--- config.mk ---
export PLATFORM = sky130hd
export DESIGN_NAME = stim_mode_sequencer
export DESIGN_NICKNAME = d
export VERILOG_FILES = /design/src/rtl/stim_mode_sequencer.sv
export SDC_FILE = /design/constraint.sdc
export NUM_CORES = 1
export LEC_CHECK = 0
export CORE_AREA = 4 4 133 135
export DETAILED_ROUTE_END_ITERATION = 16
export DIE_AREA = 0 0 137 139
export GPL_TIMING_DRIVEN = 0
export SYNTH_ARGS = -nofsm -noshare
export SYNTH_HDL_FRONTEND = slang
export SYNTH_SLANG_ARGS = --single-unit
--- constraint.sdc ---
create_clock -name CLK -period 3.1 [get_ports CLK]
set_input_delay 0.31 -clock CLK [delete_from_list [all_inputs] [get_ports CLK]]
set_output_delay 0.31 -clock CLK [all_outputs]
set_load 0.03 [all_outputs]
--- src/rtl/stim_mode_sequencer.sv ---
// Mode-sweep sequencer for BER screening: walks {MAIN_MODE, SUB_MODE}, pulses POR,
// settles, counts ERR over a measurement window and hands each result to a logger.
module stim_mode_sequencer #(
  parameter int MODE_FIRST = 9,
  parameter int MODE_LAST  = 31,
  parameter int SUB_LAST   = 63,
  parameter int POR_CYC    = 16,
  parameter int SETTLE_CYC = 256,
  parameter int MEAS_CYC   = 65536,
  parameter int CNT_W      = 16
) (
  input  logic             CLK,
  input  logic             RST,
  input  logic             START,
  input  logic             ABORT,
  input  logic             ERR,
  input  logic             RES_READY,
  output logic [7:0]       MAIN_MODE,
  output logic [7:0]       SUB_MODE,
  output logic             POR,
  output logic             MEAS_EN,
  output logic             RES_VALID,
  output logic [15:0]      RES_MODE,
  output logic [CNT_W-1:0] RES_ERRS,
  output logic             BUSY,
  output logic             DONE
);

  localparam int MAX_PS  = (POR_CYC > SETTLE_CYC) ? POR_CYC : SETTLE_CYC;
  localparam int MAX_CYC = (MAX_PS > MEAS_CYC) ? MAX_PS : MEAS_CYC;
  localparam int CYC_W   = $clog2(MAX_CYC) + 1;

  localparam logic [CYC_W-1:0] POR_LOAD    = CYC_W'(POR_CYC - 1);
  localparam logic [CYC_W-1:0] SETTLE_LOAD = CYC_W'(SETTLE_CYC - 1);
  localparam logic [CYC_W-1:0] MEAS_LOAD   = CYC_W'(MEAS_CYC - 1);
  localparam logic [7:0]       FIRST8      = 8'(MODE_FIRST);
  localparam logic [7:0]       LAST8       = 8'(MODE_LAST);
  localparam logic [7:0]       SUB8        = 8'(SUB_LAST);

  typedef enum logic [2:0] {
    S_IDLE, S_POR, S_SETTLE, S_MEAS, S_REPORT, S_DONE
  } state_t;

  state_t            state, state_n;
  logic [CYC_W-1:0]  cnt, cnt_n;
  logic [CNT_W-1:0]  err_cnt, err_cnt_n, res_errs_n;
  logic [7:0]        main_n, sub_n;
  logic [15:0]       res_mode_n;
  logic              por_n, meas_en_n, res_valid_n, busy_n, done_n;

  // NOTE: every state and output register is updated with <= so all of them
  // sample the same pre-edge values; the comb block below uses = only.
  always_ff @(posedge CLK or posedge RST) begin
    if (RST) begin
      state     <= S_IDLE;
      cnt       <= '0;
      err_cnt   <= '0;
      MAIN_MODE <= FIRST8;
      SUB_MODE  <= 8'd0;
      POR       <= 1'b0;
      MEAS_EN   <= 1'b0;
      RES_VALID <= 1'b0;
      RES_MODE  <= 16'd0;
      RES_ERRS  <= '0;
      BUSY      <= 1'b0;
      DONE      <= 1'b0;
    end else begin
      state     <= state_n;
      cnt       <= cnt_n;
      err_cnt   <= err_cnt_n;
      MAIN_MODE <= main_n;
      SUB_MODE  <= sub_n;
      POR       <= por_n;
      MEAS_EN   <= meas_en_n;
      RES_VALID <= res_valid_n;
      RES_MODE  <= res_mode_n;
      RES_ERRS  <= res_errs_n;
      BUSY      <= busy_n;
      DONE      <= done_n;
    end
  end

  always_comb begin
    // NOTE: defaults first so no path through the case leaves a signal
    // unassigned, which would otherwise infer a latch.
    state_n     = state;
    cnt_n       = cnt;
    err_cnt_n   = err_cnt;
    main_n      = MAIN_MODE;
    sub_n       = SUB_MODE;
    por_n       = 1'b0;
    meas_en_n   = 1'b0;
    res_valid_n = 1'b0;
    res_mode_n  = RES_MODE;
    res_errs_n  = RES_ERRS;
    done_n      = DONE;

    unique case (state)
      S_IDLE, S_DONE: begin
        if (START && !ABORT) begin
          state_n = S_POR;
          main_n  = FIRST8;
          sub_n   = 8'd0;
          cnt_n   = POR_LOAD;
          done_n  = 1'b0;
          por_n   = 1'b1;
        end
      end
      S_POR: begin
        por_n = 1'b1;
        if (cnt == '0) begin
          por_n   = 1'b0;
          cnt_n   = SETTLE_LOAD;
          state_n = S_SETTLE;
        end else begin
          cnt_n = cnt - CYC_W'(1);
        end
      end
      S_SETTLE: begin
        if (cnt == '0) begin
          cnt_n     = MEAS_LOAD;
          err_cnt_n = '0;
          meas_en_n = 1'b1;
          state_n   = S_MEAS;
        end else begin
          cnt_n = cnt - CYC_W'(1);
        end
      end
      S_MEAS: begin
        meas_en_n = 1'b1;
        // Saturate rather than wrap so a very noisy mode still reads as bad.
        if (ERR && (err_cnt != '1)) err_cnt_n = err_cnt + CNT_W'(1);
        if (cnt == '0) begin
          meas_en_n   = 1'b0;
          res_mode_n  = {MAIN_MODE, SUB_MODE};
          res_errs_n  = err_cnt_n;
          res_valid_n = 1'b1;
          state_n     = S_REPORT;
        end else begin
          cnt_n = cnt - CYC_W'(1);
        end
      end
      S_REPORT: begin
        res_valid_n = 1'b1;
        if (RES_READY) begin
          res_valid_n = 1'b0;
          if (SUB_MODE < SUB8) begin
            sub_n   = SUB_MODE + 8'd1;
            cnt_n   = POR_LOAD;
            por_n   = 1'b1;
            state_n = S_POR;
          end else if (MAIN_MODE < LAST8) begin
            main_n  = MAIN_MODE + 8'd1;
            sub_n   = 8'd0;
            cnt_n   = POR_LOAD;
            por_n   = 1'b1;
            state_n = S_POR;
          end else begin
            done_n  = 1'b1;
            state_n = S_DONE;
          end
        end
      end
      default: state_n = S_IDLE;
    endcase

    // Abort overrides whatever the active state decided; the result in flight is dropped.
    if (ABORT && (state != S_IDLE) && (state != S_DONE)) begin
      state_n     = S_IDLE;
      por_n       = 1'b0;
      meas_en_n   = 1'b0;
      res_valid_n = 1'b0;
      done_n      = 1'b0;
      main_n      = FIRST8;
      sub_n       = 8'd0;
    end

    busy_n = (state_n != S_IDLE) && (state_n != S_DONE);
  end

endmodule

### After elaboration in Yosys (flattened, before gate mapping)

Cells that the tools add are included.

| word-level totals | value |
|---|---|
| register bits | 89 |
| bits in latches | 0 |
| bits in writable memories | 0 |
| ROM bits | 0 |
| input port bits | 6 |
| word-level logic and storage cells | 108 |
| memories | 0 |

| operators by class | value |
|---|---|
| add/sub/neg operators | 4 |
| $mul | 0 |
| divide/modulo/power cells | 0 |
| magnitude comparators | 2 |
| equal/unequal tests | 19 |
| shifts and indexed selects | 0 |
| mux-type cells | 51 |
| bitwise logic cells | 0 |
| reductions and logical operators | 20 |

Operator list:

| kind | number |
|---|---|
| 17-bit two-way mux | 7 |
| 17-bit case mux with 5 select lines | 1 |
| 8-bit two-way mux | 10 |
| 16-bit two-way mux | 2 |
| 16-bit case mux with 2 select lines | 1 |
| 8-bit case mux with 2 select lines | 2 |
| 3-bit two-way mux | 8 |
| 3-bit != test, second input constant | 8 |
| 17-bit logical NOT | 1 |
| 17-bit by 1-bit subtractor with 17-bit output, second input constant | 1 |
| 16-bit by 1-bit adder with 16-bit output, second input constant | 1 |
| 8-bit by 1-bit adder with 8-bit output, second input constant | 2 |
| 16-bit != test, second input constant | 1 |
| 1-bit two-way mux | 15 |
| 3-bit case mux with 5 select lines | 1 |
| 5-bit AND reduction | 3 |
| 3-bit nonzero test | 3 |
| 8-bit by 5-bit < comparator with 1-bit output, second input constant | 1 |
| 8-bit by 6-bit < comparator with 1-bit output, second input constant | 1 |
| 2-bit != test, second input constant | 4 |
| 3-bit by 2-bit equality test with 1-bit output, second input constant | 2 |
| 3-bit equality test, second input constant | 2 |
| 1-bit case mux with 2 select lines | 3 |
| 1-bit logical AND | 5 |
| other kinds (10) | 11 |

### Depth between registers and ports, before layout

| depth | value |
|---|---|
| depth in word-level cells | 8 |
| depth in mapped cells | 10 |
| gate-level depth less buffers | 7 |

### Least setup slack after synthesis

OpenSTA, ideal clock, no wires.

| path | value |
|---|---|
| path type | flip-flop to flip-flop |
| start | register SUB_MODE[0] |
| end | register cnt[11] |
| arrival time | 2.197 ns |
| data required time | 2.974 ns |
| slack | 0.777 ns |
| cell stages (with the launch flop) | 8 |
| period minus slack after synthesis | 2.323 ns |
| cells stage by stage | dfrtp_1 -> ha_1 -> and3_1 -> a311oi_4 -> or3_1 -> buf_2 -> nand2_2 -> a221o_1 |

| on the way | value |
|---|---|
| cells in the longest elaborated chain, start to end | 4 |

Ends and longest elaborated chain:

| item | RTL line | RTL |
|---|---|---|
| start: declaration | 19 | `output logic [7:0] SUB_MODE,` |
| start signal: assignment | 72 | `SUB_MODE <= sub_n;` |
| 8-bit by 6-bit < comparator with 1-bit output * | 147 | `if (SUB_MODE < SUB8) begin` |
| 17-bit two-way mux | 147 |  |
| 17-bit two-way mux | 145 | `if (RES_READY) begin` |
| 17-bit case mux with 5 select lines | 98 | `unique case (state)` |
| end signal: assignment | 69 | `cnt <= cnt_n;` |
| end: declaration | 45 | `logic [CYC_W-1:0] cnt, cnt_n;` |

Mark *: on every way between the ends. The rest lies on a longest branch, timed or not. The select of a mux whose other input is x is not followed.
A chain may end at the register's enable or synchronous reset.

### Worst setup path after layout

Ends and elaborated chain as after synthesis.

==> report_table.html <==
<table>
<tr><th>Metric</th><th>Value</th></tr>
<tr><th colspan="2">Layout</th></tr>
<tr><td>Total non-filler cell area in the finished layout</td><td>just over 6000 um^2</td></tr>
<tr><td>Top library cells by usage in the layout, fill and taps aside</td><td>sky130_fd_sc_hd__dfrtp_1, sky130_fd_sc_hd__clkdlybuf4s50_1, sky130_fd_sc_hd__o21ai_0</td></tr>
<tr><td>Most common cell after layout, fill and taps aside</td><td>sky130_fd_sc_hd__dfrtp_1</td></tr>
<tr><td>Share of layout cells above drive strength 1</td><td>0.123</td></tr>
<tr><td>Final-stage net count</td><td>583</td></tr>
<tr><td>Final core utilization</td><td>0.367</td></tr>
<tr><td>Layout overhead on the synthesized area</td><td>24.6%</td></tr>
<tr><td>Final antenna diode count</td><td>0</td></tr>
<tr><td>Fill count</td><td>roughly 1.6k</td></tr>
<tr><td>Non-filler cells, final</td><td>between 700 and 800</td></tr>
<tr><th colspan="2">Critical path</th></tr>
<tr><td>Cells on worst reg2reg path</td><td>7</td></tr>
<tr><td>Peak per-stage delay on the critical path</td><td>a little under 0.6 ns</td></tr>
<tr><td>Worst path required time</td><td>about 3.3 ns</td></tr>
<tr><td>Worst-path cell with the longest stage delay</td><td>sky130_fd_sc_hd__a311oi_4</td></tr>
<tr><td>Data arrival time at the worst-slack endpoint</td><td>2.78 ns</td></tr>
<tr><td>Critical path startpoint category</td><td>register</td></tr>
<tr><td>Endpoint of the worst register-to-register path</td><td>cnt[11]</td></tr>
<tr><td>Chain of cells forming the critical path</td><td>ha_1, and3_1, a311oi_4, or3_1, buf_2, nand2_2, a221o_1</td></tr>
<tr><td>FF-to-FF Start</td><td>SUB_MODE[0]</td></tr>
<tr><td>Reg2reg setup slack</td><td>~0.55 ns</td></tr>
<tr><td>CP max FO</td><td>9</td></tr>
<tr><td>Crit path capture type</td><td>register</td></tr>
<tr><td>Worst setup path class</td><td>register to register</td></tr>
<tr><th colspan="2">CTS</th></tr>
<tr><td>Clock latency of the later-clocked register in the worst-skew pair</td><td>between 0.3 and 0.4 ns</td></tr>
<tr><td>TritonCTS Buffers</td><td>9</td></tr>
<tr><td>Root cell of the clock tree</td><td>sky130_fd_sc_hd__clkbuf_16</td></tr>
<tr><td>Sink Count</td><td>89</td></tr>
<tr><td>Post-CTS setup repair buffer count</td><td>0</td></tr>
<tr><td>Maximum buffer depth of the clock tree</td><td>2</td></tr>
<tr><td>TritonCTS clock tree</td><td>built</td></tr>
<tr><td>H-tree depth</td><td>3</td></tr>
<tr><td>Clk slew on worst S/H paths</td><td>about 0.060 ns</td></tr>
<tr><td>Post-cts repair resize count</td><td>0</td></tr>
<tr><td>Hold buffers post-CTS</td><td>0</td></tr>
<tr><th colspan="2">Yosys</th></tr>
<tr><td>Top FF cell, synth</td><td>sky130_fd_sc_hd__dfrtp_1</td></tr>
<tr><td>Net Count, Synth</td><td>slightly above 500</td></tr>
<tr><td>Post-synth cell types</td><td>between 70 and 80</td></tr>
<tr><td>Count of yosys warnings during synthesis</td><td>0</td></tr>
<tr><td>Number of flops mapped to enable cells by yosys</td><td>0</td></tr>
<tr><td>Average size of a mapped cell</td><td>roughly 9.7 um^2</td></tr>
<tr><td>Post-synthesis sequential area ratio</td><td>0.460</td></tr>
<tr><td>Flip-flop and latch count after synthesis</td><td>about 90</td></tr>
<tr><td>Number of standard cells after synthesis</td><td>~500</td></tr>
<tr><td>Synth Cell Area</td><td>4850 um^2</td></tr>
<tr><td>Proportion of synthesized flip-flops having asynchronous set or reset</td><td>1.00</td></tr>
<tr><th colspan="2">STA</th></tr>
<tr><td>Max-slew headroom</td><td>0.487</td></tr>
<tr><td>Slew of the pin with the lowest slew margin</td><td>approximately 0.76 ns</td></tr>
<tr><td>Clock period minus final worst setup slack</td><td>~2.6 ns</td></tr>
<tr><td>Period Utilization, post-route</td><td>0.823</td></tr>
<tr><td>Worst clock skew</td><td>between 0.003 and 0.004 ns</td></tr>
<tr><td>Max frequency</td><td>roughly 400 MHz</td></tr>
<tr><td>Number of setup violations in the final report</td><td>0</td></tr>
<tr><td>Unrepaired setup endpoints after global routing</td><td>false</td></tr>
<tr><td>Setup TNS</td><td>0 ns</td></tr>
<tr><td>Final setup slack of the worst path</td><td>approximately 0.55 ns</td></tr>
<tr><td>Hold Vio Cnt, Final</td><td>0</td></tr>
<tr><td>Pins Over Slew Limit</td><td>0</td></tr>
<tr><td>Final hold slack</td><td>0.268 ns</td></tr>
<tr><th colspan="2">Floorplan</th></tr>
<tr><td>Die footprint</td><td>19000 um^2</td></tr>
<tr><td>Vertical extent of the die</td><td>around 140 um</td></tr>
<tr><td>Die Span X</td><td>137 um</td></tr>
<tr><td>Number of rows in the core area</td><td>47</td></tr>
<tr><td>Core Footprint</td><td>between 15000 and 20000 um^2</td></tr>
<tr><td>Number of top-level pins</td><td>59</td></tr>
<tr><td>Effective utilization at floorplan</td><td>0.295</td></tr>
<tr><th colspan="2">Drt</th></tr>
<tr><td>Average wire length per cell after detail routing</td><td>between 15 and 20 um</td></tr>
<tr><td>Post-route met1 wirelength</td><td>~5600 um</td></tr>
<tr><td>Amount of wire on met3 after detailed routing</td><td>between 800 and 900 um</td></tr>
<tr><td>Met2 WL post-DR</td><td>between 5000 and 6000 um</td></tr>
<tr><td>Vias per std cell</td><td>about 5.2</td></tr>
<tr><td>First-iteration detailed-routing DRC count</td><td>336</td></tr>
<tr><td>Number of remaining DRC errors</td><td>0</td></tr>
<tr><td>Post-detailed-route count of antenna-violating nets</td><td>0</td></tr>
<tr><td>Number of detailed-routing iterations run before antenna repair</td><td>5</td></tr>
<tr><td>Highest metal used</td><td>met4</td></tr>
<tr><td>Final routed wirelength across all metal layers</td><td>between 10000 and 15000 um</td></tr>
<tr><td>Vias</td><td>4180</td></tr>
<tr><th colspan="2">Pwr</th></tr>
<tr><td>Largest voltage drop on the vdd net</td><td>244 uV</td></tr>
<tr><td>Sw Pwr</td><td>~650 uW</td></tr>
<tr><td>Sw Ratio</td><td>0.251</td></tr>
<tr><td>Static leakage</td><td>approximately 2.6 nW</td></tr>
<tr><td>Internal Pwr Total</td><td>1.94 mW</td></tr>
<tr><td>Power per standard cell area</td><td>~430 nW/um^2</td></tr>
<tr><td>Share of total power in the clock network</td><td>0.430</td></tr>
<tr><td>Power share of the combinational group</td><td>0.098</td></tr>
<tr><td>Reg power frac</td><td>0.472</td></tr>
<tr><td>Sum of internal, switching and leakage power</td><td>2.59 mW</td></tr>
<tr><th colspan="2">Place</th></tr>
<tr><td>Worst slack at placement</td><td>0.384 ns</td></tr>
<tr><td>Port-buffer cells</td><td>58</td></tr>
<tr><td>Hpwl dp</td><td>9130 um</td></tr>
<tr><td>Number of placed cells counting well taps</td><td>781</td></tr>
<tr><td>Placer congestion estimate</td><td>0.897</td></tr>
<tr><td>Area after detailed placement</td><td>roughly 5700 um^2</td></tr>
<tr><th colspan="2">GRT</th></tr>
<tr><td>First-pass GRT wire length</td><td>20600 um</td></tr>
<tr><td>Number of antenna violations at the first check in global routing</td><td>0</td></tr>
<tr><td>Global route total overflow</td><td>0</td></tr>
<tr><td>Via count of the first global-routing pass</td><td>between 4k and 5k</td></tr>
<tr><td>Global routing usage summed across all routing layers</td><td>0.132</td></tr>
<tr><td>Pin count of the biggest net entering global routing</td><td>71</td></tr>
<tr><th colspan="2">Status</th></tr>
<tr><td>Result of the run</td><td>completed</td></tr>
<tr><th colspan="2">Min path</th></tr>
<tr><td>Type of the tightest min-delay check</td><td>input port to asynchronous set/reset pin</td></tr>
<tr><th colspan="2">Job</th></tr>
<tr><td>Number of max-cap violations</td><td>0</td></tr>
</table>
## kinds of logic (layout without fill, tap and decap cells)
logic type	after synthesis	count (layout)	synth area share
AOI/OAI and AO/OA	155	155	0.217
buffers and inverters	37	112	0.0338
DFF	89	89	0.460
xor gates and xnor gates	15	15	0.0271
adders and majority gates	5	5	0.0129
and+or+nand+nor	181	181	0.204
muxes	20	20	0.0456
## state kept, by name (all words and copies together), names as in the netlist
| register | count |
|---|---|
| MAIN_MODE | 8 |
| RES_ERRS | 16 |
| RES_MODE | 16 |
| SUB_MODE | 8 |
| DONE | 1 |
| MEAS_EN | 1 |
| RES_VALID | 1 |
| cnt | 17 |
| err_cnt | 16 |
| POR | 1 |
| BUSY | 1 |
| state | 3 |
## cell type report
cell class / count / area (um^2) / share of cell area
clock buffer: 11 / 253 / 0.0418
tap: 220 / 275 / 0.0455
sequential: 89 / 2230 / 0.369
multi-input combinational: 376 / 2460 / 0.407
clock inverter: 5 / 53.8 / 0.00890
buffer: 21 / 104 / 0.0172
timing repair buffer: 59 / 608 / 0.101
inverter: 16 / 62.6 / 0.0103
## per-layer routing
layer  GRT usage  vias up
li1            -     2013
met1       0.181     2036
met2       0.207      122
met3      0.0410        9
met4      0.0252        0
met5           0        -
## worst max-delay path by stage
stage                 from            to  slack [ns]  cells past startpoint
6_report       SUB_MODE[0]       cnt[11]        0.55                      7
5_1_grt        SUB_MODE[0]       cnt[11]        0.42                      7
4_1_cts        SUB_MODE[0]       cnt[11]        0.55                      7
3_5_place_dp         ABORT  MAIN_MODE[1]        0.38                      9
3_3_place_gp           RST       cnt[13]       -0.98                      2
2_1_floorplan          RST          BUSY        0.49                      1
## power by group through the flow
stage | Clock (mW) | Combinational [mW] | Sequential (mW)
after floorplan | 0 | 0.174 | 1.24
after global placement | 0 | 0.241 | 1.24
final | 1.11 | 0.253 | 1.22
after CTS | 1.15 | 0.254 | 1.22
after detailed placement | 0 | 0.253 | 1.24
after global routing | 1.20 | 0.283 | 1.22
## Yosys cell counts, types with 5 or more instances
library cell | count | area, um^2
sky130_fd_sc_hd__a21o_1 | 7 | 52.6
sky130_fd_sc_hd__a21oi_1 | 22 | 110
sky130_fd_sc_hd__clkbuf_1 | 10 | 37.5
sky130_fd_sc_hd__nor2b_1 | 7 | 43.8
sky130_fd_sc_hd__or3_1 | 12 | 75.1
sky130_fd_sc_hd__xnor2_1 | 10 | 87.6
sky130_fd_sc_hd__and3_1 | 6 | 37.5
sky130_fd_sc_hd__nand2_1 | 46 | 173
sky130_fd_sc_hd__nor4_1 | 5 | 31.3
sky130_fd_sc_hd__o21ai_0 | 53 | 265
sky130_fd_sc_hd__xor2_1 | 5 | 43.8
sky130_fd_sc_hd__nor2_1 | 25 | 93.8
sky130_fd_sc_hd__o31ai_1 | 10 | 75.1
sky130_fd_sc_hd__mux2_2 | 17 | 191
sky130_fd_sc_hd__buf_2 | 8 | 40.0
sky130_fd_sc_hd__nand2b_1 | 6 | 37.5
sky130_fd_sc_hd__ha_1 | 5 | 62.6
sky130_fd_sc_hd__nand4_1 | 11 | 68.8
sky130_fd_sc_hd__inv_1 | 15 | 56.3
sky130_fd_sc_hd__dfrtp_1 | 87 | 2180
sky130_fd_sc_hd__a211o_1 | 6 | 52.6
sky130_fd_sc_hd__nor3_1 | 15 | 75.1
sky130_fd_sc_hd__nand3_1 | 17 | 85.1
sky130_fd_sc_hd__a31oi_1 | 13 | 81.3
## worst max-delay path, delay by kind of cell, from the launching register on
kind                     cells  cell delay [ns]
flip-flops                   1             0.43
AND/OR/NAND/NOR              3             0.60
AO/OA/AOI/OAI                2             0.97
buffers and inverters        1             0.18
adder cells (fa/ha/maj)      1             0.25
Power figures use the tool's default switching activity.
